`src/rtl/beam_sort_top16_pkg.sv`:
```
// Shared types and defaults for the beam sorter and the codeword selector.
package beam_sort_top16_pkg;

    localparam int unsigned BEAM_DEF      = 16;
    localparam int unsigned NBEAM_IN_DEF  = 64;
    localparam int unsigned PWR_WIDTH_DEF = 32;
    localparam int unsigned IDX_WIDTH     = 8;

    typedef logic [IDX_WIDTH-1:0] beam_idx_t;

    typedef struct packed {
        logic [PWR_WIDTH_DEF-1:0] pwr;
        beam_idx_t                idx;
        logic                     vld;
    } beam_entry_t;

endpackage

```
`src/rtl/beam_sort_top16_if.sv`:
```
// Power-sample input stream and selected-beam list output of the beam sorter.
interface beam_sort_top16_if #(
    parameter int unsigned BEAM      = beam_sort_top16_pkg::BEAM_DEF,
    parameter int unsigned PWR_WIDTH = beam_sort_top16_pkg::PWR_WIDTH_DEF
);
    import beam_sort_top16_pkg::*;

    logic                   i_clr;
    logic                   i_pwr_valid;
    logic [PWR_WIDTH-1:0]   i_pwr_data;
    logic                   i_pwr_last;
    beam_idx_t [BEAM-1:0]   o_beam_idx;
    logic [BEAM-1:0]        o_beam_vld;
    logic                   o_rbg_load;
    logic                   o_err;

    modport master (
        output i_clr, i_pwr_valid, i_pwr_data, i_pwr_last,
        input  o_beam_idx, o_beam_vld, o_rbg_load, o_err
    );

    modport slave (
        input  i_clr, i_pwr_valid, i_pwr_data, i_pwr_last,
        output o_beam_idx, o_beam_vld, o_rbg_load, o_err
    );
endinterface

```
`src/rtl/beam_sort_cell.sv`:
```
// One slot of the sorted beam list: decides whether the incoming sample lands
// here or above, and takes the shifted-down, inserted or held entry.
module beam_sort_cell
    import beam_sort_top16_pkg::*;
(
    input  logic        i_clk,
    input  logic        i_reset_n,
    input  logic        clear,
    input  logic        load,
    input  beam_entry_t above,
    input  beam_entry_t sample,
    input  logic        above_ins,
    output logic        ins_c,
    output beam_entry_t nxt_c,
    output beam_entry_t entry
);

    // Strict compare: an equal-power sample ranks below the resident entry.
    always_comb begin
        ins_c = above_ins | ~entry.vld | (entry.pwr < sample.pwr);
        nxt_c = entry;
        if (above_ins) begin
            nxt_c = above;
        end else if (ins_c) begin
            nxt_c = sample;
        end
    end

    always_ff @(posedge i_clk or negedge i_reset_n) begin
        if (!i_reset_n) begin
            entry <= '0;
        end else if (clear) begin
            entry <= '0;
        end else if (load) begin
            entry <= nxt_c;
        end
    end

endmodule

```
`src/rtl/beam_sort_top16.sv`:
```
// Streaming top-BEAM beam selector: insertion-sorts each RBG's beam powers and
// publishes the strongest BEAM indices when the RBG closes.
module beam_sort_top16
    import beam_sort_top16_pkg::*;
#(
    parameter int unsigned BEAM      = BEAM_DEF,
    parameter int unsigned NBEAM_IN  = NBEAM_IN_DEF,
    parameter int unsigned PWR_WIDTH = PWR_WIDTH_DEF
) (
    input  logic               i_clk,
    input  logic               i_reset_n,
    beam_sort_top16_if.slave   bus
);

    localparam int unsigned CNT_W = (NBEAM_IN > 1) ? $clog2(NBEAM_IN) : 1;

    logic [CNT_W-1:0]     cnt_q;
    logic [PWR_WIDTH-1:0] pwr_in;
    logic                 accept_c;
    logic                 close_c;
    logic                 clear_c;
    logic                 load_c;
    beam_entry_t          sample_c;
    beam_entry_t          ent_q [BEAM];
    beam_entry_t          nxt_c [BEAM];
    logic [BEAM:0]        ins_c;

    beam_idx_t [BEAM-1:0] beam_idx_q;
    logic [BEAM-1:0]      beam_vld_q;
    logic                 rbg_load_q;
    logic                 err_q;

    assign pwr_in   = bus.i_pwr_data;
    assign accept_c = bus.i_pwr_valid & ~bus.i_clr;
    assign close_c  = accept_c & (bus.i_pwr_last | (cnt_q == CNT_W'(NBEAM_IN - 1)));
    assign clear_c  = bus.i_clr | close_c;
    // Only clock the list when the sample actually lands in some slot.
    assign load_c   = accept_c & ins_c[BEAM];
    assign ins_c[0] = 1'b0;

    assign sample_c = '{pwr: PWR_WIDTH_DEF'(pwr_in), idx: IDX_WIDTH'(cnt_q), vld: 1'b1};

    for (genvar k = 0; k < BEAM; k++) begin : g_cell
        beam_entry_t above_c;
        if (k == 0) begin : g_head
            assign above_c = '0;
        end else begin : g_body
            assign above_c = ent_q[k-1];
        end

        beam_sort_cell u_cell (
            .i_clk     (i_clk),
            .i_reset_n (i_reset_n),
            .clear     (clear_c),
            .load      (load_c),
            .above     (above_c),
            .sample    (sample_c),
            .above_ins (ins_c[k]),
            .ins_c     (ins_c[k+1]),
            .nxt_c     (nxt_c[k]),
            .entry     (ent_q[k])
        );
    end

    // Snapshot of the list including the closing sample; empty slots read as index 0.
    always_ff @(posedge i_clk or negedge i_reset_n) begin
        if (!i_reset_n) begin
            cnt_q      <= '0;
            beam_idx_q <= '0;
            beam_vld_q <= '0;
            rbg_load_q <= 1'b0;
            err_q      <= 1'b0;
        end else begin
            rbg_load_q <= close_c;
            err_q      <= close_c & ~bus.i_pwr_last;
            if (clear_c) begin
                cnt_q <= '0;
            end else if (accept_c) begin
                cnt_q <= cnt_q + CNT_W'(1);
            end
            if (close_c) begin
                for (int k = 0; k < int'(BEAM); k++) begin
                    beam_idx_q[k] <= nxt_c[k].vld ? nxt_c[k].idx : '0;
                    beam_vld_q[k] <= nxt_c[k].vld;
                end
            end
        end
    end

    assign bus.o_beam_idx = beam_idx_q;
    assign bus.o_beam_vld = beam_vld_q;
    assign bus.o_rbg_load = rbg_load_q;
    assign bus.o_err      = err_q;

endmodule

```
`src/flat_wrapper.sv`:
```
// flat-port wrapper written by rule: the top's interface ports become plain ports
module beam_sort_top16_flat import beam_sort_top16_pkg::*;
#(
    parameter int unsigned BEAM      = BEAM_DEF,
    parameter int unsigned NBEAM_IN  = NBEAM_IN_DEF,
    parameter int unsigned PWR_WIDTH = PWR_WIDTH_DEF
)
  (i_clk, i_reset_n, bus_i_clr, bus_i_pwr_valid, bus_i_pwr_data, bus_i_pwr_last, bus_o_beam_idx, bus_o_beam_vld, bus_o_rbg_load, bus_o_err);
  beam_sort_top16_if #(.BEAM(BEAM), .PWR_WIDTH(PWR_WIDTH)) bus_i ();
  input  logic i_clk;
  input  logic i_reset_n;
  input wire logic [$bits(bus_i.i_clr)-1:0] bus_i_clr;
  input wire logic [$bits(bus_i.i_pwr_valid)-1:0] bus_i_pwr_valid;
  input wire logic [$bits(bus_i.i_pwr_data)-1:0] bus_i_pwr_data;
  input wire logic [$bits(bus_i.i_pwr_last)-1:0] bus_i_pwr_last;
  output wire logic [$bits(bus_i.o_beam_idx)-1:0] bus_o_beam_idx;
  output wire logic [$bits(bus_i.o_beam_vld)-1:0] bus_o_beam_vld;
  output wire logic [$bits(bus_i.o_rbg_load)-1:0] bus_o_rbg_load;
  output wire logic [$bits(bus_i.o_err)-1:0] bus_o_err;
  assign bus_i.i_clr = bus_i_clr;
  assign bus_i.i_pwr_valid = bus_i_pwr_valid;
  assign bus_i.i_pwr_data = bus_i_pwr_data;
  assign bus_i.i_pwr_last = bus_i_pwr_last;
  assign bus_o_beam_idx = bus_i.o_beam_idx;
  assign bus_o_beam_vld = bus_i.o_beam_vld;
  assign bus_o_rbg_load = bus_i.o_rbg_load;
  assign bus_o_err = bus_i.o_err;
  beam_sort_top16 #(.BEAM(BEAM), .NBEAM_IN(NBEAM_IN), .PWR_WIDTH(PWR_WIDTH)) u_core (.i_clk(i_clk), .i_reset_n(i_reset_n), .bus(bus_i));
endmodule
```
`config.mk`:
```
export PLATFORM = sky130hd
export DESIGN_NAME = beam_sort_top16_flat
export DESIGN_NICKNAME = d
export VERILOG_FILES = /design/src/rtl/beam_sort_top16_pkg.sv /design/src/rtl/beam_sort_top16_if.sv /design/src/rtl/beam_sort_cell.sv /design/src/rtl/beam_sort_top16.sv /design/src/flat_wrapper.sv
export SDC_FILE = /design/constraint.sdc
export NUM_CORES = 2
export LEC_CHECK = 0
export ABC_AREA = 1
export BUFFER_PORTS_ARGS = -buffer_cell sky130_fd_sc_hd__buf_4
export CAP_MARGIN = 20
export CORE_UTILIZATION = 25
export CTS_CLUSTER_SIZE = 10
export DETAILED_ROUTE_END_ITERATION = 7
export PLACE_DENSITY = 0.41
export SYNTH_ARGS = -nofsm -noshare
export SYNTH_HDL_FRONTEND = slang
export SYNTH_HIERARCHICAL = 1
export SYNTH_SLANG_ARGS = --single-unit
```
`constraint.sdc`:
```
create_clock -name i_clk -period 13.45 [get_ports i_clk]
set_clock_uncertainty 0.15 [all_clocks]
set_input_delay 0.6725 -clock i_clk [delete_from_list [all_inputs] [get_ports i_clk]]
set_output_delay 0.6725 -clock i_clk [all_outputs]
set_load 0.1 [all_outputs]
```
==> summary.md <==
| Metric | Value |
|---|---|
| Status | finished clean |
| Overall Global Routing Usage | 20.3% |
| Pins Over Slew Limit | 0 |
| Fin cells | around 13000 |
| Critical path's slowest cell | nand2_4 |
| Synth top area cells | dfrtp_1 32%, nand2_1 24%, ha_1 9.7% |
| Top Ports | 183 |
| Flops & latches, synth | just over 800 |
| Layout area overhead | 12.5% |
| R2r endpoint | u_core/g_cell[0].u_cell/entry[11] |
| Initial core utilization | roughly a quarter |
| Wire length of the first global-routing pass | 396000 um |
| Post-CTS setup buffers | 0 |
| Post-synth top area cell | dfrtp_1 |
| Worst-path clk slew | 0.06 ns |
| CP max stage delay | 0.50 ns |
| Drt wl/cell | approximately 20 um |
| Synth Area in Compound Gates | 2.90% |
| Residual DRC | 0 |
| Hold Path Class | in -> reg |
| Setup crit start kind | flip-flop |
| Asr flop ratio synth | 100% |
| Mapped Avg Cell Area | 6.74 sq um |
| Post-Synth Adder-Cell Area | around a tenth |
| RD Place Congestion | around 0.84 |
| Vias per cell | about 4.7 |
| GR Overflow Total | 0 |
| Placed insts | about 13000 |
| Unique masters post-synth | 25 |
| Core area | around 250000 sq um |
| Std-Cell Rows | roughly 190 |
| Post-synth top area share | around a third |
| CTS sink count | 808 |
| Peak supply drop | around 0.094 mV |
| CTS tree | built |
| PD cells | about 90 nW/um^2 |
| Die Ht | slightly above 500 um |
| Layout cell share with drive strength beyond 1 | 12.4% |
| Unrepaired setup endpoints after global routing | no |
| Crit path DAT | between 10 and 15 ns |
| Worst Path Class, Setup | reg -> reg |
| Register area share after synthesis | between 30% and 40% |
| Max_cap viols | 0 |
| Minimum clock period | ~12 ns |
| Hold Vio Cnt, Final | 0 |
| Synth top cells by count | 4160 x nand2_1, 825 x nor2_1, 812 x inv_1, 808 x dfrtp_1, 725 x nand3_1 |
| Initial detailed-routing violation count | 4644 |
| Worst Max-Slew Pin Slew | 1.10 ns |
| Most frequent cell after synthesis | nand2_1 |
| Xor and xnor area share after synthesis | less than 1% |
| Slew Limit Headroom | a little over a quarter |
| WHS Path Cells | 4 |
| Final setup fails | 0 |
| Mapped Cells | 9517 |
| Initial antenna violation count | 16 |
| Synth Area in Simple Gates | between 40% and 50% |
| FF-to-FF path depth | 48 |
| Vias | 60700 |
| Worst skew pair latency | 0.79 ns |
| Hold Path End | u_core/cnt_q[1] |
| Leak | approximately 42 nW |
| Worst-path fanout max | 65 |
| Mux contribution to synthesized area | 0% |
| Final period util | between 80% and 90% |
| CP Capture Type | flip-flop |
| CTS H-tree depth | 3 |
| Worst endpoint required time | 13.94 ns |
| Vias in the first global route | 59100 |
| Highest clock rate | around 0.086 GHz |
| Dominant synthesized flop cell | dfrtp_1 |
| Worst R2R Start | u_core/g_cell[0].u_cell/entry[40] |
| Die Width | 509 um |
| Root buffer cell | clkbuf_16 |
| Largest net degree at the start of global routing | 135 |
| # nets final | 10000 |
| Die area | roughly 260000 sq um |
| Port Buffers | ~180 |
| Post-route ant nets | 0 |
| Hold_sp | bus_i_pwr_valid |
| Synthesis Warnings | 6 |
| Maximum buffer depth of the clock tree | 3 |
| Combinational family with the most area after synthesis | simple AND/OR/NAND/NOR gates |
| Fin Setup TNS | 0 ns |
| Final wirelength | roughly 260000 um |
| Post-synth EDFFs | 0 |
| TritonCTS buffer count | 110 |
| Pre-Repair DR Iteration Count | 5 |
| FF-to-FF setup slack | 1.81 ns |
| Dpl hpwl | roughly 180000 um |
| Post-Syn Area | roughly 64000 sq um |
-- critical path, delay by kind of cell (launching register included) --
family / cells / cell delay [ns]
fa+ha+maj: 1 / 0.31
buf+inv: 5 / 2.06
flops: 1 / 0.41
simple gates: 42 / 8.32
-- per-layer routing --
metal / share of wire (%) / vias to the layer above / global-route usage (%) / wire length, um
met5: 0 / - / 0 / 0
met2: 47 / 1421 / 33.8 / 124000
li1: - / 29800 / - / -
met4: 4.9 / 0 / 8.88 / 12900
met1: 44 / 29100 / 26.3 / 117000
met3: 4.2 / 389 / 2.27 / 11100
-- cell type report --
type / instances / area, sq um
clock inverters: 30 / 367
flip-flops and latches: 808 / 20200
well taps: 3366 / 4210
clock buffers: 166 / 3280
inverters: 812 / 3050
repair buffers: 318 / 2500
multi-input cells: 7458 / 38600
diodes: 3 / 7.51
fillers: 28000 / 182000
-- flip-flops by register name, indices dropped and copies added (netlist names) --
signal / cells
u_core/bus.o_beam_vld: 16
u_core/bus.o_rbg_load: 1
u_core/bus.o_beam_idx: 128
u_core/cnt_q: 6
u_core/g_cell.u_cell/entry: 656
u_core/bus.o_err: 1
-- placed cells by master, fill, tap and decap left out --
cell type and instances:
clkinvlp_4 1, clkbuf_8 27, clkinv_8 3, diode_2 3
o21a_1 16, inv_1 812, nand2_2 16, and3_1 1
clkbuf_16 112, nand3_2 608, nor2_2 43, conb_1 91
nor3_1 32, buf_16 2, o21ai_0 66, nand2_1 4159
clkbuf_1 27, nand4_1 17, clkinv_2 18, a21oi_1 241
nand2_4 17, dfrtp_2 1, inv_16 2, o21bai_4 1
ha_1 497, o211ai_2 16, buf_4 308, xor2_1 1
buf_12 5, nand3b_1 128, nor2_1 776, nand3_1 725
bufinv_16 6, buf_8 1, nor2_4 6, dfrtp_1 807
dlygate4sd3_1 2, nand2_8 1
-- metrics by stage --
step	hold WS, ns	total power [W]	instance area (sq um)	util (%)	setup slack [ns]
2_1_floorplan	0.227	0.00297	64500	-	2.08
3_3_place_gp	0.307	0.00333	68500	26.9	1.11
3_5_place_dp	0.311	0.00333	68500	26.9	0.966
4_1_cts	0.0180	0.00646	72100	28.3	1.68
5_1_grt	0.0729	0.00662	72200	28.4	0.857
6_report	0.101	0.00634	72200	28.4	1.81
-- how the worst max path moves through the flow --
stage,to,start,slack (ns),cells past startpoint
3_5_place_dp,u_core/g_cell[0].u_cell/entry[7],bus_i_pwr_data[5],0.97,52
5_1_grt,u_core/g_cell[0].u_cell/entry[31],u_core/g_cell[0].u_cell/entry[32],0.86,48
3_3_place_gp,u_core/g_cell[0].u_cell/entry[1],bus_i_pwr_data[5],1.11,52
6_report,u_core/g_cell[0].u_cell/entry[11],u_core/g_cell[0].u_cell/entry[40],1.81,48
2_1_floorplan,u_core/g_cell[0].u_cell/entry[0],bus_i_pwr_data[15],2.08,63
4_1_cts,u_core/g_cell[0].u_cell/entry[12],u_core/g_cell[0].u_cell/entry[32],1.68,48
-- kinds of logic after synthesis --
group                    count (synthesis)
flip-flops                             808
adder cells (fa/ha/maj)                497
XOR/XNOR                                 1
AND/OR/NAND/NOR                       6529
AO/OA/AOI/OAI                          340
buffers and inverters                 1340
other                                    2
-- where the power goes --
part           switching (W)  leakage (nW)  total (W)  internal (W)
Clock                0.00128          1.80    0.00306       0.00178
Combinational       0.000607          29.3   0.000778      0.000171
Sequential         0.0000404          11.2    0.00251       0.00247
-- timing repair --
item,in CTS,in global routing
hold endpoints to repair,88,0
endpoints found under the setup margin,0,0
hold buffers,2,0
resized for setup,0,0
(Power assumes the default switching activity.)
